### config.mk
export PLATFORM = sky130hd
export DESIGN_NAME = grid_serializer_flat
export DESIGN_NICKNAME = d
export VERILOG_FILES = /design/src/rtl/grid_serializer_if.sv /design/src/rtl/grid_serializer.sv /design/src/flat_wrapper.sv
export VERILOG_INCLUDE_DIRS = /design/src /design/src/rtl
export SDC_FILE = /design/constraint.sdc
export NUM_CORES = 1
export LEC_CHECK = 0
export BUFFER_PORTS_ARGS = -buffer_cell sky130_fd_sc_hd__buf_2
export CAP_MARGIN = 20
export CELL_PAD_IN_SITES_DETAIL_PLACEMENT = 1
export CELL_PAD_IN_SITES_GLOBAL_PLACEMENT = 2
export CORE_AREA = 4 4 294 296
export DETAILED_ROUTE_END_ITERATION = 10
export DIE_AREA = 0 0 298 300
export PLACE_DENSITY_LB_ADDON = 0.15
export SYNTH_ARGS = -nofsm -noshare
export SYNTH_HDL_FRONTEND = slang
export SYNTH_SLANG_ARGS = --single-unit
### constraint.sdc
create_clock -name clock -period 57.5 [get_ports clock]
set_input_delay 5.75 -clock clock [delete_from_list [all_inputs] [get_ports clock]]
set_output_delay 5.75 -clock clock [all_outputs]
set_load 0.005 [all_outputs]
### src/rtl/grid_dimensions.svh
// Grid geometry shared by the serializer and its neighbours.
// GRID_ORD may be overridden on the command line; LEN and AREA follow from it.
`ifndef GRID_DIMENSIONS_SVH
`define GRID_DIMENSIONS_SVH
`ifndef GRID_ORD
`define GRID_ORD 3
`endif
`define GRID_LEN (`GRID_ORD * `GRID_ORD)
`define GRID_AREA (`GRID_LEN * `GRID_LEN)
`endif

### src/rtl/grid_serializer_if.sv
// Valid/ready beat stream carrying one decoded tile per transfer.
interface grid_serializer_if #(
  parameter int DW = 4,
  parameter int IW = 4
);
  logic          out_valid;
  logic          out_ready;
  logic [DW-1:0] out_digit;
  logic [IW-1:0] out_row;
  logic [IW-1:0] out_col;
  logic          out_last;

  modport master (
    output out_valid, out_digit, out_row, out_col, out_last,
    input  out_ready
  );

  modport slave (
    input  out_valid, out_digit, out_row, out_col, out_last,
    output out_ready
  );
endinterface

### src/rtl/grid_serializer.sv
// Snapshots a solved one-hot grid on request and streams it out tile by tile, row-major.
// Optional macro GRID_SERIALIZER_ONEHOT_CHECK_EN flags non-one-hot tiles via bad_tile.
`include "grid_dimensions.svh"

module grid_serializer #(
  parameter int ONE_BASED = 1
) (
  input  logic                              clock,
  input  logic                              reset,
  input  logic                              grid_done,
  input  logic                              grid_success,
  input  logic [`GRID_AREA*`GRID_LEN-1:0]   grid_values,
  input  logic                              rq,
  output logic                              rq_ack,
  output logic                              rq_nak,
  output logic                              busy,
  output logic                              bad_tile,
  grid_serializer_if.master                 out_if
);

  localparam int LEN  = `GRID_LEN;
  localparam int AREA = `GRID_AREA;
  localparam int DW   = $clog2(LEN + 1);
  localparam int IW   = $clog2(LEN);
  localparam int AW   = $clog2(AREA);
  localparam logic [IW-1:0] LAST_IDX = IW'(LEN - 1);

  localparam logic [1:0] ST_IDLE   = 2'd0;
  localparam logic [1:0] ST_SNAP   = 2'd1;
  localparam logic [1:0] ST_STREAM = 2'd2;

  logic [1:0]     state_q, state_d;
  logic [IW-1:0]  row_q, row_d;
  logic [IW-1:0]  col_q, col_d;
  logic           ack_q, ack_d;
  logic           nak_q, nak_d;
  logic [LEN-1:0] snap_q [AREA];
  logic [LEN-1:0] snap_d [AREA];
  logic [LEN-1:0] grid_tiles [AREA];
  logic [AW-1:0]  tile_idx;
  logic [LEN-1:0] cur_tile;
  logic           streaming;
  logic           at_last;

  function automatic logic [DW-1:0] decode_lowest(input logic [LEN-1:0] t);
    logic [DW-1:0] d;
    d = DW'(ONE_BASED);
    for (int k = LEN - 1; k >= 0; k--) begin
      if (t[k]) d = DW'(k + ONE_BASED);
    end
    return d;
  endfunction

`ifdef GRID_SERIALIZER_ONEHOT_CHECK_EN
  logic bad_q, bad_d;

  function automatic logic is_onehot(input logic [LEN-1:0] t);
    return (t != '0) && ((t & (t - LEN'(1))) == '0);
  endfunction
`endif

  genvar g;
  generate
    for (g = 0; g < AREA; g++) begin : g_unpack
      assign grid_tiles[g] = grid_values[g*LEN +: LEN];
    end
  endgenerate

  assign tile_idx  = AW'(row_q) * AW'(LEN) + AW'(col_q);
  assign cur_tile  = snap_q[tile_idx];
  assign streaming = (state_q == ST_STREAM);
  assign at_last   = (row_q == LAST_IDX) && (col_q == LAST_IDX);

  always_comb begin
    state_d = state_q;
    row_d   = row_q;
    col_d   = col_q;
    ack_d   = 1'b0;
    nak_d   = 1'b0;
    snap_d  = snap_q;
`ifdef GRID_SERIALIZER_ONEHOT_CHECK_EN
    bad_d   = bad_q;
`endif
    case (state_q)
      ST_IDLE: begin
        if (rq) begin
          if (grid_done && grid_success) begin
            state_d = ST_SNAP;
            ack_d   = 1'b1;
            snap_d  = grid_tiles;
          end else begin
            nak_d = 1'b1;
          end
        end
      end
      ST_SNAP: begin
        row_d   = '0;
        col_d   = '0;
        state_d = ST_STREAM;
`ifdef GRID_SERIALIZER_ONEHOT_CHECK_EN
        bad_d   = 1'b0;
`endif
      end
      ST_STREAM: begin
        if (out_if.out_ready) begin
`ifdef GRID_SERIALIZER_ONEHOT_CHECK_EN
          bad_d = bad_q | ~is_onehot(cur_tile);
`endif
          // Row-major walk; the index wraps to (0,0) after the final tile.
          if (col_q == LAST_IDX) begin
            col_d = '0;
            row_d = (row_q == LAST_IDX) ? '0 : row_q + IW'(1);
          end else begin
            col_d = col_q + IW'(1);
          end
          if (at_last) state_d = ST_IDLE;
        end
      end
      default: state_d = ST_IDLE;
    endcase
  end

  always_ff @(posedge clock) begin
    if (reset) begin
      state_q <= ST_IDLE;
      row_q   <= '0;
      col_q   <= '0;
      ack_q   <= 1'b0;
      nak_q   <= 1'b0;
`ifdef GRID_SERIALIZER_ONEHOT_CHECK_EN
      bad_q   <= 1'b0;
`endif
    end else begin
      state_q <= state_d;
      row_q   <= row_d;
      col_q   <= col_d;
      ack_q   <= ack_d;
      nak_q   <= nak_d;
`ifdef GRID_SERIALIZER_ONEHOT_CHECK_EN
      bad_q   <= bad_d;
`endif
    end
  end

  // Snapshot is pure data and survives reset; it is only reloaded on an accepted request.
  always_ff @(posedge clock) begin
    snap_q <= snap_d;
  end

  assign rq_ack           = ack_q;
  assign rq_nak           = nak_q;
  assign busy             = (state_q != ST_IDLE);
  assign out_if.out_valid = streaming;
  assign out_if.out_row   = row_q;
  assign out_if.out_col   = col_q;
  assign out_if.out_last  = streaming && at_last;

`ifdef GRID_SERIALIZER_ONEHOT_CHECK_EN
  assign bad_tile         = bad_q;
  assign out_if.out_digit = (streaming && is_onehot(cur_tile)) ? decode_lowest(cur_tile) : '0;
`else
  assign bad_tile         = 1'b0;
  assign out_if.out_digit = streaming ? decode_lowest(cur_tile) : '0;
`endif

endmodule

### src/flat_wrapper.sv
// flat-port wrapper written by rule: the top's interface ports become plain ports
module grid_serializer_flat 
#(
  parameter int ONE_BASED = 1
)
  (clock, reset, grid_done, grid_success, grid_values, rq, rq_ack, rq_nak, busy, bad_tile, out_if_out_valid, out_if_out_digit, out_if_out_row, out_if_out_col, out_if_out_last, out_if_out_ready);
  grid_serializer_if #(.DW((4)), .IW((4))) out_if_i ();
  input  logic clock;
  input  logic reset;
  input  logic grid_done;
  input  logic grid_success;
  input  logic [`GRID_AREA*`GRID_LEN-1:0] grid_values;
  input  logic rq;
  output logic rq_ack;
  output logic rq_nak;
  output logic busy;
  output logic bad_tile;
  output wire logic [$bits(out_if_i.out_valid)-1:0] out_if_out_valid;
  output wire logic [$bits(out_if_i.out_digit)-1:0] out_if_out_digit;
  output wire logic [$bits(out_if_i.out_row)-1:0] out_if_out_row;
  output wire logic [$bits(out_if_i.out_col)-1:0] out_if_out_col;
  output wire logic [$bits(out_if_i.out_last)-1:0] out_if_out_last;
  input wire logic [$bits(out_if_i.out_ready)-1:0] out_if_out_ready;
  assign out_if_out_valid = out_if_i.out_valid;
  assign out_if_out_digit = out_if_i.out_digit;
  assign out_if_out_row = out_if_i.out_row;
  assign out_if_out_col = out_if_i.out_col;
  assign out_if_out_last = out_if_i.out_last;
  assign out_if_i.out_ready = out_if_out_ready;
  grid_serializer #(.ONE_BASED(ONE_BASED)) u_core (.clock(clock), .reset(reset), .grid_done(grid_done), .grid_success(grid_success), .grid_values(grid_values), .rq(rq), .rq_ack(rq_ack), .rq_nak(rq_nak), .busy(busy), .bad_tile(bad_tile), .out_if(out_if_i));
endmodule
## Word-level counts from Yosys, hierarchy flattened

Index checks and enable logic that the tools add are counted.

| operators by class | value |
|---|---|
| add/sub/neg operators | 3 |
| multiply operators | 1 |
| divide/modulo/power cells | 0 |
| order comparisons | 1 |
| eq/ne operators | 9 |
| shifts and indexed selects | 0 |
| multiplexer cells | 27 |
| bitwise operators | 3 |
| reductions and logical operators | 11 |

Operators by type and width:

| cell | number |
|---|---|
| $bmux W9 S7 | 1 |
| $mux W4 | 15 |
| $mux W9 | 2 |
| $pmux W4 S2 | 2 |
| $add A4 B1 Y4 const B | 2 |
| $eq A4 B4 Y1 const B | 2 |
| $ge A8 B8 Y1 const B | 1 |
| $mux W2 | 4 |
| $ne A2 B2 Y1 const B | 4 |
| $not A7 Y8 | 1 |
| $add A7 B4 Y7 | 1 |
| $mul A4 B4 Y7 const B | 1 |
| $pmux W2 S3 | 1 |
| $reduce_and A3 Y1 | 2 |
| $reduce_and A4 Y1 | 1 |
| $reduce_bool A2 Y1 | 2 |
| $logic_and A1 B1 Y1 | 3 |
| $reduce_or A3 Y1 | 1 |
| $eq A2 B1 Y1 const B | 1 |
| $eq A2 B2 Y1 const B | 1 |
| $logic_not A2 Y1 | 1 |
| $mux W1 | 2 |
| $ne A2 B1 Y1 const B | 1 |
| $not A1 Y1 | 2 |
| $reduce_and A2 Y1 | 1 |

| word-level totals | value |
|---|---|
| register bits after elaboration | 741 |
| latch bits | 0 |
| memory bits (writable) | 0 |
| bits in read-only memories | 0 |
| output and inout port bits | 18 |
| memories | 0 |

## Logic depth before layout (Yosys ltp)

Gate-level depths: netlist of run 1.

| logic depth | value |
|---|---|
| word-level depth | 16 |
| gate-level depth with buffers | 14 |
| depth with buffers taken out | 12 |

## Worst setup path after synthesis of run 1

No wires, ideal clock.

| path | value |
|---|---|
| path type | input to register |
| start point | in rq |
| end point | reg u_core.snap_q[0] (netlist bit) (enable) |
| library setup time | 1.845 ns |
| data arrival time | 36.017 ns |
| required time | 55.655 ns |
| setup slack | 19.638 ns |
| cell stages on the path | 2 |
| path buffers | 0 |
| path through | nand3_1 -> nor2_1 |

| on the way | value |
|---|---|
| longest elaborated chain between the ends | 1 |

RTL lines:

| element | line | source |
|---|---|---|
| start, declared | flat_wrapper.sv:13 | `input logic rq;` |
| $reduce_and A3 Y1 (no source line) | n/a |  |
| end signal, assigned | grid_serializer.sv:147 | `snap_q <= snap_d;` |
| end, declared | grid_serializer.sv:37 | `logic [LEN-1:0] snap_q [AREA];` |

No other way between the ends.
A chain may end at the register's enable or synchronous reset.

## Worst setup path after layout of run 1

| path | value |
|---|---|
| start point | reg u_core.row_q[1], in the netlist u_core.out_if.out_row[1] |
| end point | out out_if_out_digit[0] |

| on the way | value |
|---|---|
| longest elaborated chain between the ends | 15 |

RTL lines:

| element | line | source |
|---|---|---|
| start, declared | grid_serializer.sv:33 | `logic [IW-1:0] row_q, row_d;` |
| start signal, assigned | grid_serializer.sv:135 | `row_q <= row_d;` |
| $mul A4 B4 Y7 (*) | grid_serializer.sv:69 | `assign tile_idx = AW'(row_q) * AW'(LEN) + AW'(col_q);` |
| $add A7 B4 Y7 (*) | grid_serializer.sv:69 |  |
| $not A7 Y8 (implied by the code) (*) | grid_serializer.sv:70 | `assign cur_tile = snap_q[tile_idx];` |
| $bmux W9 S7 (*) | grid_serializer.sv:70 |  |
| $mux W9 (implied by the code) (*) (2 in a row) | grid_serializer.sv:70 |  |
| $mux W4 (7 in a row) | grid_serializer.sv:49 | `if (t[k]) d = DW'(k + ONE_BASED);` |
| $mux W4 (*) | grid_serializer.sv:49 |  |
| $mux W4 (*) | grid_serializer.sv:163 | `assign out_if.out_digit = streaming ? decode_lowest(cur_tile) : '0;` |
| end, declared | flat_wrapper.sv:19 | `output wire logic [$bits(out_if_i.out_digit)-1:0] out_if_out_digit;` |

Every way passes the cells marked *; elsewhere a longest branch is shown, timed or not. The select of a mux whose other input is x is not followed.

==> impl_metrics.xml, run 1 <==
<?xml version="1.0" encoding="UTF-8"?>
<metrics>
  <group name="drt">
    <metric name="drt-total-wl" unit="mm">96.0</metric>
    <metric name="wl_per_cell" unit="um">29.5</metric>
    <metric name="drt-pass1-iter-count" unit="">8</metric>
    <metric name="via_per_inst" unit="">5.05</metric>
    <metric name="detailroute.via_count" unit="">16500</metric>
    <metric name="drt_iter0_drc" unit="">1234</metric>
    <metric name="final_antenna_net_count" unit="">0</metric>
    <metric name="remaining_drc_errors" unit="">0</metric>
  </group>
  <group name="clock_network">
    <metric name="clk_pin_slew_worst_paths" unit="ns">0.06</metric>
    <metric name="clock_sink_count" unit="">741</metric>
    <metric name="hold_buffers" unit="">0</metric>
    <metric name="ctsHtreeMaxLevel" unit="">3</metric>
    <metric name="cts_max_path_buffers" unit="">3</metric>
    <metric name="clock-root-buffer" unit="">clkbuf_16</metric>
    <metric name="count_of_buffers_added_by_post_cts_timing_repair_for_setup" unit="">0</metric>
    <metric name="cts_buffers" unit="">83</metric>
    <metric name="cts.repair.resized" unit="">0</metric>
    <metric name="clk-insertion-delay-late" unit="ns">0.63</metric>
    <metric name="cts_tree" unit="">built</metric>
  </group>
  <group name="logic_synthesis">
    <metric name="synth_enable_flop_cells" unit="">729</metric>
    <metric name="seq_area_frac_synth" unit="%">76.7</metric>
    <metric name="postSynthAreaPerCell" unit="um2">22.7</metric>
    <metric name="yosys-top-cells-area" unit="">edfxtp_1 76%, mux4_2 17%, dfxtp_1 0.83%</metric>
    <metric name="synth_seq_cells" unit="">741</metric>
    <metric name="synth_common_cells" unit="">729 x edfxtp_1, 215 x mux4_2, 55 x nand2_1, 31 x nor2_1, 21 x buf_2</metric>
    <metric name="yosys_warnings" unit="">0</metric>
    <metric name="synth.cell_area" unit="um2">28900</metric>
    <metric name="synth.largest_area_cell" unit="">edfxtp_1</metric>
    <metric name="dominantRegCellSynth" unit="">edfxtp_1</metric>
    <metric name="ys_async_sr_fraction" unit="%">0</metric>
    <metric name="postSynthCellCount" unit="">1271</metric>
    <metric name="yosys.cell_count.top_type" unit="">edfxtp_1</metric>
    <metric name="netlist-cell-type-count" unit="">58</metric>
    <metric name="postSynthNetCount" unit="">2022</metric>
    <metric name="synth_top_cell_area_share" unit="%">75.8</metric>
  </group>
  <group name="floorplan">
    <metric name="die_w" unit="um">298</metric>
    <metric name="pin_count" unit="">753</metric>
    <metric name="die_height" unit="um">300</metric>
    <metric name="initial_utilization" unit="%">34.5</metric>
    <metric name="die_area" unit="um2">89400</metric>
    <metric name="core" unit="um2">83600</metric>
    <metric name="rows" unit="">106</metric>
  </group>
  <group name="critical_path">
    <metric name="timing.critical_path.slowest_stage_cell" unit="">a2111oi_0</metric>
    <metric name="startpoint_type" unit="">flop</metric>
    <metric name="cp_top_family" unit="">buffers and inverters</metric>
    <metric name="critical_path.n_buffers_inverters" unit="">3</metric>
    <metric name="timing.critical_path.slowest_cell_delay" unit="ns">1.04</metric>
    <metric name="timing.critical_path.fanout_max" unit="">52</metric>
    <metric name="regToRegSetupSlack" unit="ns">53.63</metric>
    <metric name="cp_data_arrival_time" unit="ns">6.53</metric>
    <metric name="crit_path_cell_trace" unit="">ha_1 &gt; ha_4 &gt; buf_4 &gt; buf_4 &gt; mux4_2 &gt; mux4_2 &gt; nand3_1 &gt; a2111oi_0 &gt; a211o_1 &gt; o2111ai_1 &gt; o311a_1 &gt; o22ai_1 &gt; buf_2</metric>
    <metric name="critical_path.endpoint_type" unit="">output port</metric>
    <metric name="timing_worst_setup_path_type" unit="">flop to output port</metric>
    <metric name="critPathRequiredTime" unit="ns">51.75</metric>
  </group>
  <group name="global_route">
    <metric name="antenna_found_initial" unit="">90</metric>
    <metric name="grt_overflow_total" unit="">0</metric>
    <metric name="grt_max_degree" unit="">187</metric>
    <metric name="first_global_vias" unit="">18400</metric>
    <metric name="grt_pass1_wl" unit="mm">133</metric>
    <metric name="grt_util_all_layers" unit="%">21.0</metric>
  </group>
  <group name="final_layout">
    <metric name="post_route_cells_drive_above_1_share" unit="%">51.7</metric>
    <metric name="layout-area-overhead-vs-synth" unit="%">26.7</metric>
    <metric name="final_nets" unit="">2820</metric>
    <metric name="fill_cells" unit="">8134</metric>
  </group>
  <group name="timing">
    <metric name="min_period" unit="ns">12.28</metric>
    <metric name="final.setup_skew" unit="ns">0.0233</metric>
    <metric name="timing_max_transition_violations_final" unit="">0</metric>
    <metric name="setup_ws" unit="ns">45.22</metric>
    <metric name="rsz0062_at_grt" unit="">false</metric>
    <metric name="total_count_of_hold_check_failures_in_the_final_report" unit="">0</metric>
    <metric name="tightestPinTransition" unit="ns">1.19</metric>
    <metric name="slew_headroom" unit="%">18.5</metric>
    <metric name="final_min_period_over_clock_period" unit="%">21.4</metric>
    <metric name="max_freq" unit="GHz">0.0814</metric>
    <metric name="fin_hold_ws" unit="ns">0.574</metric>
    <metric name="timing.setup.tns" unit="ns">0</metric>
    <metric name="setup_viol" unit="">0</metric>
  </group>
  <group name="power">
    <metric name="total_leakage_power" unit="nW">13.0</metric>
    <metric name="max-vdd-ir-drop" unit="mV">0.0250</metric>
    <metric name="power_per_cell_area" unit="nW/um2">32.4</metric>
  </group>
  <group name="place">
    <metric name="post-dp-hpwl" unit="mm">72.0</metric>
    <metric name="placement.io_buffers" unit="">751</metric>
    <metric name="placement.setup.worst_slack" unit="ns">45.81</metric>
    <metric name="place.gp.congestion" unit="">0.816</metric>
  </group>
  <group name="job">
    <metric name="maxCapViolations" unit="">0</metric>
  </group>
  <group name="status">
    <metric name="status" unit="">completed</metric>
  </group>
  <group name="hold_path">
    <metric name="min_path_type" unit="">flop to flop</metric>
  </group>
</metrics>
logic make-up (layout without fill, tap and decap cells):
group,Yosys count,after routing,synth area share (%)
AOI/OAI and AO/OA,72,72,1.79
xor gates and xnor gates,5,5,0.178
adders and majority gates,16,16,0.720
buffers and inverters,75,937,1.37
DFF,741,741,76.7
muxes,224,224,17.1
other,1,47,0.0130
and+or+nand+nor,137,137,2.15
where the power goes:
group	switching, mW	internal [mW]	total (mW)
clock network	0.215	0.284	0.499
logic	0.0315	0.0355	0.0670
registers	0.00451	0.613	0.618
flip-flops by register name, summed over array words and instances, names as in the netlist:
name                   count
u_core.snap_q            729
u_core.out_if.out_col      4
u_core.rq_nak              1
u_core.out_if.out_row      4
u_core.rq_ack              1
u_core.state_q             2
placed cells by master (no fill, tap or decap), types with 4 or more instances in the layout:
cell type  count
a221oi_1       6
a21oi_1       11
inv_1         13
edfxtp_1     729
nand2_1       54
nand4_1        7
diode_2       46
o21ai_0       13
buf_4         13
buf_2        753
a2111oi_0      6
clkbuf_1      30
clkinv_1      21
clkinv_2       4
dfxtp_1       12
ha_1          13
mux4_2       215
mux2i_1        6
nand3_1       18
clkbuf_16     83
nor3_1         7
nor2b_1        4
nor2_1        29
worst paths after layout:
check | startpoint | to | depth (start not counted)
worst max register to register | u_core.state_q[0] | u_core.snap_q[569] | 6
worst max-delay path | u_core.out_if.out_row[1] | out_if_out_digit[0] | 13
worst min register to register | u_core.out_if.out_col[2] | u_core.out_if.out_col[2] | 2
worst min-delay path | u_core.out_if.out_col[2] | u_core.out_if.out_col[2] | 2
area by class of cell:
cell class                      instances  area (um2)  share of cell area, %
Clock buffer                          115        2220                   6.06
Clock inverter                         34         305                  0.835
Inverter                               14        52.6                  0.144
Antenna cell                           46         115                  0.315
Tap cell                             1080        1350                   3.69
Sequential cell                       741       22100                   60.5
Multi-Input combinational cell        455        6420                   17.6
Timing Repair Buffer                  774        3990                   10.9
tightest hold or removal path, stage by stage, from the launching register on:
cell     delay [ns]
dfxtp_1        0.35
o21ai_0        0.10
a21oi_1        0.07
metal layers:
metal	up-vias	global-route usage, %	wire length [um]
li1	7102	-	-
met1	8464	24.0	34700
met2	648	37.3	50900
met3	206	6.69	7240
met4	44	7.41	2830
met5	-	0	287
through the flow:
step	area (um2)	instances	total power, mW	utilization, %
3_3_place_gp	33900	3057	0.695	40.5
2_1_floorplan	28900	1271	0.678	-
6_report	36600	3259	1.18	43.8
3_5_place_dp	33900	3063	0.697	40.6
4_1_cts	36400	3212	1.20	43.6
5_1_grt	36500	3240	1.23	43.7
No activity file was read; power rests on OpenSTA's default activity.
==> run 2, diff against run 1 <==
==> constraint.sdc (replaced) <==
create_clock -name clock -period 11.4 [get_ports clock]
set_input_delay 1.14 -clock clock [delete_from_list [all_inputs] [get_ports clock]]
set_output_delay 1.14 -clock clock [all_outputs]
set_load 0.005 [all_outputs]
==> run 2 against run 1 <==
- clock skew increased by 0.022 ns
- first-iteration DRC count fell by 5.8%
- sequential share of layout area down 0.37 points
- design area is 0.62% higher
- clock power rose to 5.4 times the previous value
- sequential power rose to 5.0 times the previous value
- sequential cell count stayed put
- global-route usage decreased by 0.32 points
- cell count shrank 0.25%
- die area is the same
- non-clock buffer count is 3 lower
- wire length fell by 1.9%
==> impl_metrics.xml, run 2 (synthesis gave the netlist of run 1 again) <==
<?xml version="1.0" encoding="UTF-8"?>
<metrics>
  <group name="status">
    <metric name="status" unit="">completed</metric>
  </group>
  <group name="clock_network">
    <metric name="cts_tree" unit="">built</metric>
    <metric name="clk-insertion-delay-late" unit="ns">0.63</metric>
    <metric name="clk_pin_slew_worst_paths" unit="ns">0.06</metric>
    <metric name="cts.repair.resized" unit="">0</metric>
    <metric name="ctsHtreeMaxLevel" unit="">3</metric>
    <metric name="cts_buffers" unit="">83</metric>
    <metric name="hold_buffers" unit="">0</metric>
    <metric name="clock-root-buffer" unit="">clkbuf_16</metric>
    <metric name="count_of_buffers_added_by_post_cts_timing_repair_for_setup" unit="">0</metric>
    <metric name="cts_max_path_buffers" unit="">3</metric>
    <metric name="clock_sink_count" unit="">741</metric>
  </group>
  <group name="critical_path">
    <metric name="startpoint_type" unit="">flop</metric>
    <metric name="critical_path.endpoint_type" unit="">output port</metric>
    <metric name="timing_worst_setup_path_type" unit="">flop to output port</metric>
    <metric name="cp_data_arrival_time" unit="ns">6.10</metric>
    <metric name="regToRegSetupSlack" unit="ns">8.16</metric>
    <metric name="critPathRequiredTime" unit="ns">10.26</metric>
    <metric name="timing.critical_path.fanout_max" unit="">45</metric>
  </group>
  <group name="power">
    <metric name="net_sw_power" unit="mW">1.30</metric>
    <metric name="power.total" unit="mW">6.13</metric>
    <metric name="max-vdd-ir-drop" unit="mV">0.117</metric>
    <metric name="power_per_cell_area" unit="nW/um2">166</metric>
    <metric name="p_seq_share" unit="%">50.8</metric>
    <metric name="netSwitchingFraction" unit="%">21.2</metric>
    <metric name="total_leakage_power" unit="nW">13.2</metric>
    <metric name="combPwrFrac" unit="%">5.6</metric>
    <metric name="p_clk_share" unit="%">43.6</metric>
    <metric name="p_int" unit="mW">4.83</metric>
  </group>
  <group name="drt">
    <metric name="drt_iter0_drc" unit="">1162</metric>
    <metric name="final_antenna_net_count" unit="">0</metric>
    <metric name="drt-total-wl" unit="mm">94.2</metric>
    <metric name="wl_per_cell" unit="um">29.0</metric>
    <metric name="drt-pass1-iter-count" unit="">5</metric>
    <metric name="remaining_drc_errors" unit="">0</metric>
    <metric name="via_per_inst" unit="">4.99</metric>
    <metric name="detailroute.via_count" unit="">16200</metric>
  </group>
  <group name="timing">
    <metric name="total_count_of_hold_check_failures_in_the_final_report" unit="">0</metric>
    <metric name="final_min_period_over_clock_period" unit="%">63.5</metric>
    <metric name="fin_hold_ws" unit="ns">0.561</metric>
    <metric name="timing_max_transition_violations_final" unit="">0</metric>
    <metric name="final.setup_skew" unit="ns">0.0458</metric>
    <metric name="rsz0062_at_grt" unit="">false</metric>
    <metric name="min_period" unit="ns">7.24</metric>
    <metric name="slew_headroom" unit="%">27.7</metric>
    <metric name="max_freq" unit="GHz">0.138</metric>
    <metric name="setup_viol" unit="">0</metric>
    <metric name="tightestPinTransition" unit="ns">1.08</metric>
    <metric name="setup_ws" unit="ns">4.16</metric>
    <metric name="timing.setup.tns" unit="ns">0</metric>
  </group>
  <group name="place">
    <metric name="placement.io_buffers" unit="">751</metric>
    <metric name="post-dp-hpwl" unit="mm">70.8</metric>
    <metric name="placedInstanceArea" unit="um2">33900</metric>
    <metric name="place.gp.congestion" unit="">0.816</metric>
    <metric name="placement.setup.worst_slack" unit="ns">4.62</metric>
    <metric name="dp_cells" unit="">3059</metric>
  </group>
  <group name="floorplan">
    <metric name="die_area" unit="um2">89400</metric>
    <metric name="die_height" unit="um">300</metric>
    <metric name="initial_utilization" unit="%">34.5</metric>
    <metric name="rows" unit="">106</metric>
    <metric name="pin_count" unit="">753</metric>
    <metric name="die_w" unit="um">298</metric>
    <metric name="core" unit="um2">83600</metric>
  </group>
  <group name="final_layout">
    <metric name="final_common_cell" unit="">buf_2</metric>
    <metric name="final_nets" unit="">2817</metric>
    <metric name="layout-area-overhead-vs-synth" unit="%">27.5</metric>
    <metric name="instances_no_fill" unit="">3251</metric>
    <metric name="layout.cells.most_common_list" unit="">751 x buf_2, 729 x edfxtp_1, 215 x mux4_2</metric>
    <metric name="post_route_cells_drive_above_1_share" unit="%">52.8</metric>
    <metric name="final_cell_area" unit="um2">36800</metric>
    <metric name="max_flop_register" unit="">u_core.snap_q</metric>
    <metric name="finish.utilization" unit="%">44.1</metric>
    <metric name="max_reg_flops" unit="">729</metric>
    <metric name="fill_cells" unit="">8168</metric>
  </group>
  <group name="global_route">
    <metric name="antenna_found_initial" unit="">93</metric>
    <metric name="grt_util_all_layers" unit="%">20.7</metric>
    <metric name="grt_pass1_wl" unit="mm">132</metric>
    <metric name="grt_max_degree" unit="">173</metric>
    <metric name="grt_overflow_total" unit="">0</metric>
    <metric name="first_global_vias" unit="">18300</metric>
  </group>
  <group name="job">
    <metric name="maxCapViolations" unit="">0</metric>
  </group>
  <group name="hold_path">
    <metric name="min_path_type" unit="">flop to flop</metric>
  </group>
</metrics>
[run 2: cell types whose count changed in the layout (fill, tap and decap cells not counted), sizes merged]
cell      before  now
clkinvlp       0    3
diode         46   38
clkbuf       115  101
inv           17   16
bufinv         3    8
clkinv        28   38
buf          774  771
[run 2: layout make-up]
type | count | area [um2] | share of cell area [%]
Sequential cell | 741 | 22100 | 60.1
Multi-Input combinational cell | 455 | 6430 | 17.5
Timing Repair Buffer | 771 | 3990 | 10.8
Clock buffer | 101 | 2170 | 5.88
Tap cell | 1080 | 1350 | 3.67
Clock inverter | 51 | 584 | 1.59
Antenna cell | 38 | 95.1 | 0.258
Inverter | 14 | 52.6 | 0.143
[run 2: path summary, 6_finish.rpt]
kind,depth (start not counted),to,start
hold reg to reg,2,u_core.out_if.out_col[3],u_core.out_if.out_col[3]
setup / recovery,14,out_if_out_digit[3],u_core.out_if.out_row[1]
hold / removal,2,u_core.out_if.out_col[3],u_core.out_if.out_col[3]
setup reg to reg,6,u_core.snap_q[683],u_core.state_q[0]
[run 2: layer usage]
layer  global-route usage (%)  wire length [um]  vias to the layer above
met5                        0               404                        -
met1                     23.2             33400                     8235
met3                     7.33              8030                      212
met4                     6.20              2700                       58
li1                         -                 -                     7078
met2                     37.1             49700                      633
[run 2: power groups by stage]
stage | logic, mW | clock network, mW | registers, mW
6_report | 0.344 | 2.67 | 3.11
2_1_floorplan | 0.157 | 0 | 3.19
4_1_cts | 0.353 | 2.76 | 3.11
3_3_place_gp | 0.346 | 0 | 3.17
5_1_grt | 0.376 | 2.88 | 3.12
3_5_place_dp | 0.352 | 0 | 3.17
[run 2: critical path, cell delays in order, from the launching register on]
cell and delay [ns]:
dfxtp_1 0.38, ha_1 0.34, ha_4 0.14, inv_1 0.06, fa_4 1.05, buf_4 0.63, buf_4 0.58, mux4_2 0.39
mux4_2 0.49, nand2_1 0.10, nand2_1 0.08, a222oi_1 0.56, nand4_1 0.21, nor3b_1 0.22, buf_2 0.20
